==> src/rtl/hack_pkg.sv <==
// Shared types and constants for the HACK program-image loader.
package hack_pkg;

  localparam int HACK_WORD_W     = 16;
  localparam int DEF_ADDR_W      = 15;
  localparam int DEF_TIMEOUT_CYC = 5_000_000;

  localparam logic [7:0] SYNC_BYTE = 8'hA5;

  typedef enum logic [2:0] {
    ST_IDLE   = 3'd0,
    ST_LEN_HI = 3'd1,
    ST_LEN_LO = 3'd2,
    ST_D_HI   = 3'd3,
    ST_D_LO   = 3'd4,
    ST_CHK    = 3'd5,
    ST_FAIL   = 3'd6
  } load_state_e;

  // Frame checksum accumulates data bytes modulo 256.
  function automatic logic [7:0] chk_add(input logic [7:0] sum, input logic [7:0] data);
    return sum + data;
  endfunction

endpackage

==> src/rtl/byte_timeout.sv <==
// Counts idle clk cycles between received bytes; expire marks a stalled frame.
module byte_timeout
  import hack_pkg::*;
#(
  parameter int TIMEOUT_CYC = DEF_TIMEOUT_CYC
) (
  input  logic clk,
  input  logic rst,
  input  logic clr,
  input  logic en,
  output logic expire
);

  localparam int CNT_W = (TIMEOUT_CYC > 2) ? $clog2(TIMEOUT_CYC) : 1;
  localparam logic [CNT_W-1:0] LAST_CNT = CNT_W'(TIMEOUT_CYC - 1);

  logic [CNT_W-1:0] cnt_r;

  // Gap counter; holds at LAST_CNT until the next clear.
  always_ff @(posedge clk) begin
    if (rst) begin
      cnt_r <= '0;
    end else if (clr) begin
      cnt_r <= '0;
    end else if (en && (cnt_r != LAST_CNT)) begin
      cnt_r <= cnt_r + CNT_W'(1);
    end
  end

  assign expire = (cnt_r == LAST_CNT);

endmodule

==> src/rtl/hack_rom_loader.sv <==
// Streams a framed program image from the serial byte receiver into the HACK
// instruction ROM, holding the CPU in reset until a frame checks out.
module hack_rom_loader
  import hack_pkg::*;
#(
  parameter int ADDR_W      = DEF_ADDR_W,
  parameter int TIMEOUT_CYC = DEF_TIMEOUT_CYC
) (
  input  logic                   clk,
  input  logic                   rst,
  input  logic [7:0]             rx_data,
  input  logic                   rx_valid,
  output logic [ADDR_W-1:0]      rom_addr,
  output logic [HACK_WORD_W-1:0] rom_data,
  output logic                   rom_load,
  output logic                   cpu_rst,
  output logic                   busy,
  output logic                   done,
  output logic                   error
);

  localparam int CNT_W = ADDR_W + 1;
  localparam logic [16:0] MAX_WORDS = 17'(1) << ADDR_W;

  load_state_e state_r, next_state_s;

  logic [7:0]             len_hi_r, hi_r, chk_r;
  logic [CNT_W-1:0]       words_r;
  logic [ADDR_W-1:0]      addr_r;
  logic [HACK_WORD_W-1:0] data_r;
  logic                   load_r, cpu_rst_r, busy_r, done_r, error_r;

  logic [16:0] len_s;
  logic        len_bad_s, sync_s, expire_s, to_clr_s;

  assign len_s     = {1'b0, len_hi_r, rx_data};
  assign len_bad_s = (len_s == 17'd0) || (len_s > MAX_WORDS);
  assign sync_s    = rx_valid && (rx_data == SYNC_BYTE);
  assign to_clr_s  = rx_valid || !busy_r;

  byte_timeout #(.TIMEOUT_CYC(TIMEOUT_CYC)) u_timeout (
    .clk    (clk),
    .rst    (rst),
    .clr    (to_clr_s),
    .en     (busy_r),
    .expire (expire_s)
  );

  // State register.
  always_ff @(posedge clk) begin
    if (rst) begin
      state_r <= ST_IDLE;
    end else begin
      state_r <= next_state_s;
    end
  end

  // Next-state decode; a received byte takes precedence over a timeout.
  always_comb begin
    next_state_s = state_r;
    case (state_r)
      ST_IDLE: begin
        if (sync_s) next_state_s = ST_LEN_HI;
        else        next_state_s = ST_IDLE;
      end
      ST_LEN_HI: begin
        if (rx_valid)      next_state_s = ST_LEN_LO;
        else if (expire_s) next_state_s = ST_FAIL;
        else               next_state_s = ST_LEN_HI;
      end
      ST_LEN_LO: begin
        if (rx_valid)      next_state_s = len_bad_s ? ST_FAIL : ST_D_HI;
        else if (expire_s) next_state_s = ST_FAIL;
        else               next_state_s = ST_LEN_LO;
      end
      ST_D_HI: begin
        if (rx_valid)      next_state_s = ST_D_LO;
        else if (expire_s) next_state_s = ST_FAIL;
        else               next_state_s = ST_D_HI;
      end
      ST_D_LO: begin
        if (rx_valid)      next_state_s = (words_r == CNT_W'(1)) ? ST_CHK : ST_D_HI;
        else if (expire_s) next_state_s = ST_FAIL;
        else               next_state_s = ST_D_LO;
      end
      ST_CHK: begin
        if (rx_valid)      next_state_s = (rx_data == chk_r) ? ST_IDLE : ST_FAIL;
        else if (expire_s) next_state_s = ST_FAIL;
        else               next_state_s = ST_CHK;
      end
      ST_FAIL: next_state_s = ST_IDLE;
      default: next_state_s = ST_IDLE;
    endcase
  end

  // Frame datapath, ROM write port and sticky status flags.
  always_ff @(posedge clk) begin
    if (rst) begin
      len_hi_r  <= 8'd0;
      hi_r      <= 8'd0;
      chk_r     <= 8'd0;
      words_r   <= '0;
      addr_r    <= '0;
      data_r    <= '0;
      load_r    <= 1'b0;
      cpu_rst_r <= 1'b0;
      busy_r    <= 1'b0;
      done_r    <= 1'b0;
      error_r   <= 1'b0;
    end else begin
      load_r <= (state_r == ST_D_LO) && rx_valid;
      // words_r is already decremented here, so zero means the last word went out.
      if (load_r) begin
        addr_r <= (words_r == '0) ? '0 : addr_r + ADDR_W'(1);
      end
      case (state_r)
        ST_IDLE: begin
          if (sync_s) begin
            busy_r    <= 1'b1;
            cpu_rst_r <= 1'b1;
            done_r    <= 1'b0;
            error_r   <= 1'b0;
          end
        end
        ST_LEN_HI: begin
          if (rx_valid) len_hi_r <= rx_data;
        end
        ST_LEN_LO: begin
          if (rx_valid && !len_bad_s) begin
            words_r <= len_s[CNT_W-1:0];
            addr_r  <= '0;
            chk_r   <= 8'd0;
          end
        end
        ST_D_HI: begin
          if (rx_valid) begin
            hi_r  <= rx_data;
            chk_r <= chk_add(chk_r, rx_data);
          end
        end
        ST_D_LO: begin
          if (rx_valid) begin
            data_r  <= {hi_r, rx_data};
            chk_r   <= chk_add(chk_r, rx_data);
            words_r <= words_r - CNT_W'(1);
          end
        end
        ST_CHK: begin
          if (rx_valid && (rx_data == chk_r)) begin
            busy_r    <= 1'b0;
            cpu_rst_r <= 1'b0;
            done_r    <= 1'b1;
          end
        end
        ST_FAIL: begin
          error_r <= 1'b1;
          busy_r  <= 1'b0;
        end
        default: begin
          busy_r <= 1'b0;
        end
      endcase
    end
  end

  assign rom_addr = addr_r;
  assign rom_data = data_r;
  assign rom_load = load_r & ~rst;
  assign cpu_rst  = cpu_rst_r;
  assign busy     = busy_r;
  assign done     = done_r;
  assign error    = error_r;

endmodule
==> config.mk <==
export PLATFORM = sky130hd
export DESIGN_NAME = hack_rom_loader
export DESIGN_NICKNAME = d
export VERILOG_FILES = /design/src/rtl/hack_pkg.sv /design/src/rtl/byte_timeout.sv /design/src/rtl/hack_rom_loader.sv
export SDC_FILE = /design/constraint.sdc
export NUM_CORES = 1
export LEC_CHECK = 0
export CAP_MARGIN = 0
export CELL_PAD_IN_SITES_DETAIL_PLACEMENT = 0
export CELL_PAD_IN_SITES_GLOBAL_PLACEMENT = 1
export CORE_MARGIN = 3
export CORE_UTILIZATION = 34
export DETAILED_ROUTE_END_ITERATION = 8
export PLACE_DENSITY_LB_ADDON = 0.05
export SYNTH_ARGS = -nofsm -noshare
export SYNTH_HDL_FRONTEND = slang
export SYNTH_SLANG_ARGS = --single-unit
==> constraint.sdc <==
create_clock -name clk -period 4.2 [get_ports clk]
set_input_delay 0.63 -clock clk [delete_from_list [all_inputs] [get_ports clk]]
set_output_delay 0.63 -clock clk [all_outputs]
set_load 0.01 [all_outputs]
Word level (Yosys, flattened, before mapping)
Cells that the tools add are included.
{"block": "op_classes", "n_addsub": 4, "magnitude_cmp": 1, "eq_ne": 16, "n_mux": 33, "bitwise": 3, "reduce_logical": 27}
{"cell": "$mux W15", "count": 4}
{"cell": "$mux W3", "count": 11}
{"cell": "$mux W16", "count": 2}
{"cell": "$pmux W16 S2", "count": 1}
{"cell": "$add A23 B1 Y23 const B", "count": 1}
{"cell": "$eq A23 B23 Y1 const B", "count": 1}
{"cell": "$ne A23 B23 Y1 const B", "count": 1}
{"cell": "$pmux W3 S6", "count": 1}
{"cell": "$logic_not A17 Y1", "count": 1}
{"cell": "$eq A16 B1 Y1 const B", "count": 1}
{"cell": "$gt A16 B16 Y1 const B", "count": 1}
{"cell": "$logic_not A16 Y1", "count": 1}
{"cell": "$mux W8", "count": 2}
{"cell": "$pmux W8 S2", "count": 1}
{"cell": "$sub A16 B1 Y16 const B", "count": 1}
{"cell": "$add A15 B1 Y15 const B", "count": 1}
{"cell": "$reduce_and A3 Y1", "count": 4}
{"cell": "$eq A3 B3 Y1 const B", "count": 3}
{"cell": "$add A8 B8 Y8", "count": 1}
{"cell": "$eq A8 B8 Y1", "count": 1}
{"cell": "$eq A8 B8 Y1 const B", "count": 1}
{"cell": "$ne A2 B2 Y1 const B", "count": 4}
{"cell": "$reduce_and A2 Y1", "count": 4}
{"cell": "$reduce_bool A2 Y1", "count": 4}
{"cell": "15 further kinds", "count": 31}
{"block": "totals", "ff_bits": 102, "input_bits": 11, "out_inout_bits": 36, "wordCells": 97}

Depth between registers and ports, before layout
{"block": "logic_depth", "word_depth": 6, "ltp_mapped": 9, "ltp_nobuf": 8}

Cells and area by module
A second synthesis with hierarchy kept.
{"block": "unflattened", "cells_unflattened": 627, "hier_area_um2": 4997.3}
{"module": "hack_rom_loader", "instances": 1, "cells_per_inst": 496, "area_per_inst_um2": 3862.5, "seq_area_each_um2": 1581.5}
{"module": "byte_timeout", "instances": 1, "cells_per_inst": 131, "area_per_inst_um2": 1134.8, "seq_area_each_um2": 460.4}

Worst setup path before layout
Ideal clock, no wire load.
{"block": "synth_path", "path_type": "input-to-reg", "start": "in rx_data[6]", "end": "reg words_r[14]", "setup_ns": 0.070, "arrival_time_ns": 2.474, "t_required_ns": 4.130, "setup_slack_ns": 1.655, "cell_stages": 7, "path_buffers": 1, "path_cell_list": "nor4_1 -> and4_1 -> mux2i_1 -> and2_1 -> clkbuf_1 -> o21ai_0 -> a21oi_1"}
{"block": "synth_via", "elab_chain_len": 6, "word_cells_on_any_way": 7, "classes_between": "1 x order compare; 1 x eq/ne; 5 x reduce/logical"}
{"element": "start, declared", "line": "hack_rom_loader.sv:11", "rtl": "input logic [7:0] rx_data,"}
{"element": "$gt A16 B16 Y1 / $logic_not A17 Y1 (equally long branches)", "line": "hack_rom_loader.sv:37", "rtl": "assign len_bad_s = (len_s == 17'd0) || (len_s > MAX_WORDS);"}
{"element": "$logic_or A1 B1 Y1 (*)", "line": "hack_rom_loader.sv:37"}
{"element": "$logic_not A1 Y1 (*)", "line": "hack_rom_loader.sv:129", "rtl": "if (rx_valid && !len_bad_s) begin"}
{"element": "$logic_and A1 B1 Y1 (*)", "line": "hack_rom_loader.sv:129"}
{"element": "$ne A2 B2 Y1 (no line) (*)"}
{"element": "$reduce_and A3 Y1 (no line) (*)"}
{"element": "end signal, assigned", "line": "hack_rom_loader.sv:130", "rtl": "words_r <= len_s[CNT_W-1:0];"}
{"element": "end signal, assigned", "line": "hack_rom_loader.sv:145", "rtl": "words_r <= words_r - CNT_W'(1);"}
{"element": "end, declared", "line": "hack_rom_loader.sv:28", "rtl": "logic [CNT_W-1:0] words_r;"}
Mark *: on every way between the ends. The rest lies on a longest branch, timed or not.
A chain may end at the register's enable or synchronous reset.

Worst setup path in the final report
{"block": "layout_path", "start": "in rx_data[1]", "end": "reg words_r[10]"}
Same word-level chain as after synthesis.

==> results.cfg <==
[yosys]
syn_inst = 619
synth_warnings = 0
syn_avg_cell_area_um2 = 7.91
syn_nets = 642
synth_top_cell_by_area = dfxtp_1
async_reset_ff_frac = 0
synth_seq_cells = 102
synth_area_mm2 = 0.00490
synth.top_cell.area_share = 0.417
seq_area_frac_synth = 0.417
synth_cell_types = 48
ys_top_cells_by_area = dfxtp_1 (42%), nand2_1 (8.1%), a21oi_1 (6.6%), nor2_1 (6.0%), xor2_1 (5.4%)
synth_edf_count = 0
synth_flop_cell = dfxtp_1

[grt]
top_usage_layer = met2
grt_pass1_vias = 4366
grt_pass1_wl_mm = 22.7
track_usage = 0.177
gr-usage-met1 = 0.228
overflow = 0
grt_antenna_before_repair = 0
grt_max_degree = 69
met3_usage = 0.0547
grt.met2_usage = 0.293

[drt]
dr.pass1.iters = 4
route.final.wire_length_mm = 13.3
route.detailed.drc = 0
via_per_inst = 5.22
route.antenna.remaining_nets = 0
drt_iter0_drc = 228
avgRoutedWirePerCell_um = 15.9
via_count = 4372

[clock_network]
ctsHoldBuffers = 0
clockRootBuffer = clkbuf_16
clk_latency_ns = 0.36
tritoncts = built
cts_buffers = 9
clock-sinks = 102
h-tree-depth = 3
cts_resized = 0
post_cts_buffers = 0
cts.clk_slew.worst_paths_ns = 0.07
clock_path_buffers = 2

[die]
dieArea_mm2 = 0.0159
start_util = 0.350
die_w_um = 126
io_pins = 47
die_h_um = 126
num_rows = 43
core_mm2 = 0.0140

[sta]
layout_setup_ws_ns = 0.993
tns_ns = 0
fmax_mhz = 312
fin_crit_sh = 0.764
hold_violations = 0
min_period_ns = 3.21
slew_violations = 0
rsz0062_at_grt = no
tightestPinTransition_ns = 0.863
clock_skew_ns = 0.00695
timing.hold.ws_ns = 0.457
finalSetupViolCount = 0
slew_headroom = 0.422

[pwr]
clkPwrFrac = 0.440
power_switching_w = 0.000444
power.density_mw_per_mm2 = 321
power.internal_w = 0.00141
p_seq_frac = 0.522
power.leakage_nw = 1.94
ir_worst_vdd_mv = 0.192
p_sw_frac = 0.239
combPwrFrac = 0.038
p_total_w = 0.00186

[min_path]
hp-class = register to register

[final_layout]
layout_common_cells = nand2_1 (106), dfxtp_1 (102), nor2_1 (78)
drive_gt1_frac = 0.0502
stdcell_area_mm2 = 0.00580
diodes = 0
layout_commonest_cell = nand2_1
area_growth_pct = 18.3
finalNetCount = 676

[worst_setup_path]
cp_max_fo = 21
r2r_slack_ns = 1.53
cp-start-kind = input pin
cp.required_ns = 4.48
max_stage_delay_ns = 0.64
worstSetupPathType = input pin to register
worstPathArrival_ns = 3.49
cp_slowest_cell = and2_1
crit_path_cell_trace = clkdlybuf4s50_1 > nor4_1 > and4_1 > mux2i_1 > buf_4 > and2_1 > o21ai_0 > a21oi_1
end_kind = register

[outcome]
status = finished, final reports clean

[placement]
dp_hpwl_mm = 9.29
dpl_cell_area_mm2 = 0.00551
dp_slack_ns = 0.626
port_buffers = 46
place_congestion = 0.784

[run]
cap_violations = 0
==> final timing paths <==
| kind | start | cells after the start | endpoint |
|---|---|---|---|
| hold reg to reg | hi_r[0] | 2 | rom_data[8] |
| setup / recovery | rx_data[1] | 8 | words_r[10] |
| setup reg to reg | state_r[2] | 5 | words_r[0] |
| hold / removal | hi_r[0] | 2 | rom_data[8] |
==> final cells by class <==
cell class / instances / area, µm²
Multi-Input combinational cell: 477 / 2700
Inverter: 9 / 33.8
Clock inverter: 6 / 43.8
Fill cell: 1477 / 8190
Tap cell: 180 / 225
Clock buffer: 10 / 239
Timing Repair Buffer: 54 / 515
Sequential cell: 102 / 2040
==> synth_stat cells, types with 6 or more instances <==
| cell | count |
|---|---|
| xor2_1 | 30 |
| mux2i_1 | 11 |
| nand3_1 | 22 |
| nor2_1 | 78 |
| a31oi_1 | 7 |
| a21oi_1 | 65 |
| dfxtp_1 | 102 |
| nand4_1 | 14 |
| clkbuf_1 | 29 |
| o21ai_0 | 26 |
| inv_1 | 9 |
| nor3_1 | 14 |
| nor4_1 | 12 |
| ha_1 | 11 |
| xnor2_1 | 13 |
| nand2_1 | 106 |
| and3_1 | 6 |
==> cell families (layout without fill, tap and decap cells) <==
| group | after synthesis | after routing | synth area share |
|---|---|---|---|
| XOR/XNOR | 43 | 43 | 0.0769 |
| AND/OR/NAND/NOR | 290 | 290 | 0.276 |
| buffers and inverters | 40 | 79 | 0.0324 |
| AO/OA/AOI/OAI | 120 | 120 | 0.140 |
| multiplexers | 12 | 12 | 0.0248 |
| flip-flops | 102 | 102 | 0.417 |
| adder cells (fa/ha/maj) | 12 | 12 | 0.0322 |
==> routing by layer <==
| layer | share of wire | wire, µm |
|---|---|---|
| met2 | 0.47 | 6310 |
| met3 | 0.043 | 573 |
| met4 | 0.010 | 135 |
| met1 | 0.47 | 6290 |
| met5 | 0 | 0 |
==> power groups by stage <==
stage | logic [W] | clock network [W] | registers, W
6_report | 0.0000712 | 0.000817 | 0.000970
5_1_grt | 0.0000797 | 0.000895 | 0.000970
4_1_cts | 0.0000725 | 0.000850 | 0.000969
3_5_place_dp | 0.0000723 | 0 | 0.000993
3_3_place_gp | 0.0000725 | 0 | 0.000993
2_1_floorplan | 0.0000370 | 0 | 0.000992
==> worst max-delay path: cells and delay by family <==
kind | cells | cell delay, ns
compound gates | 2 | 0.36
buf+inv | 2 | 0.81
mux | 1 | 0.19
simple gates | 3 | 1.49
==> registers in the layout (all words and copies together), names as in the netlist, 3 cells and up <==
signal           cells
chk_r                8
hi_r                 8
len_hi_r             8
rom_addr            15
rom_data            16
state_r              3
u_timeout.cnt_r     23
words_r             16
==> through the flow <==
stage,util,instances
2_1_floorplan,-,619
3_3_place_gp,0.394,822
5_1_grt,0.414,838
4_1_cts,0.414,838
3_5_place_dp,0.394,822
6_report,0.414,838
Power figures use the tool's default switching activity.
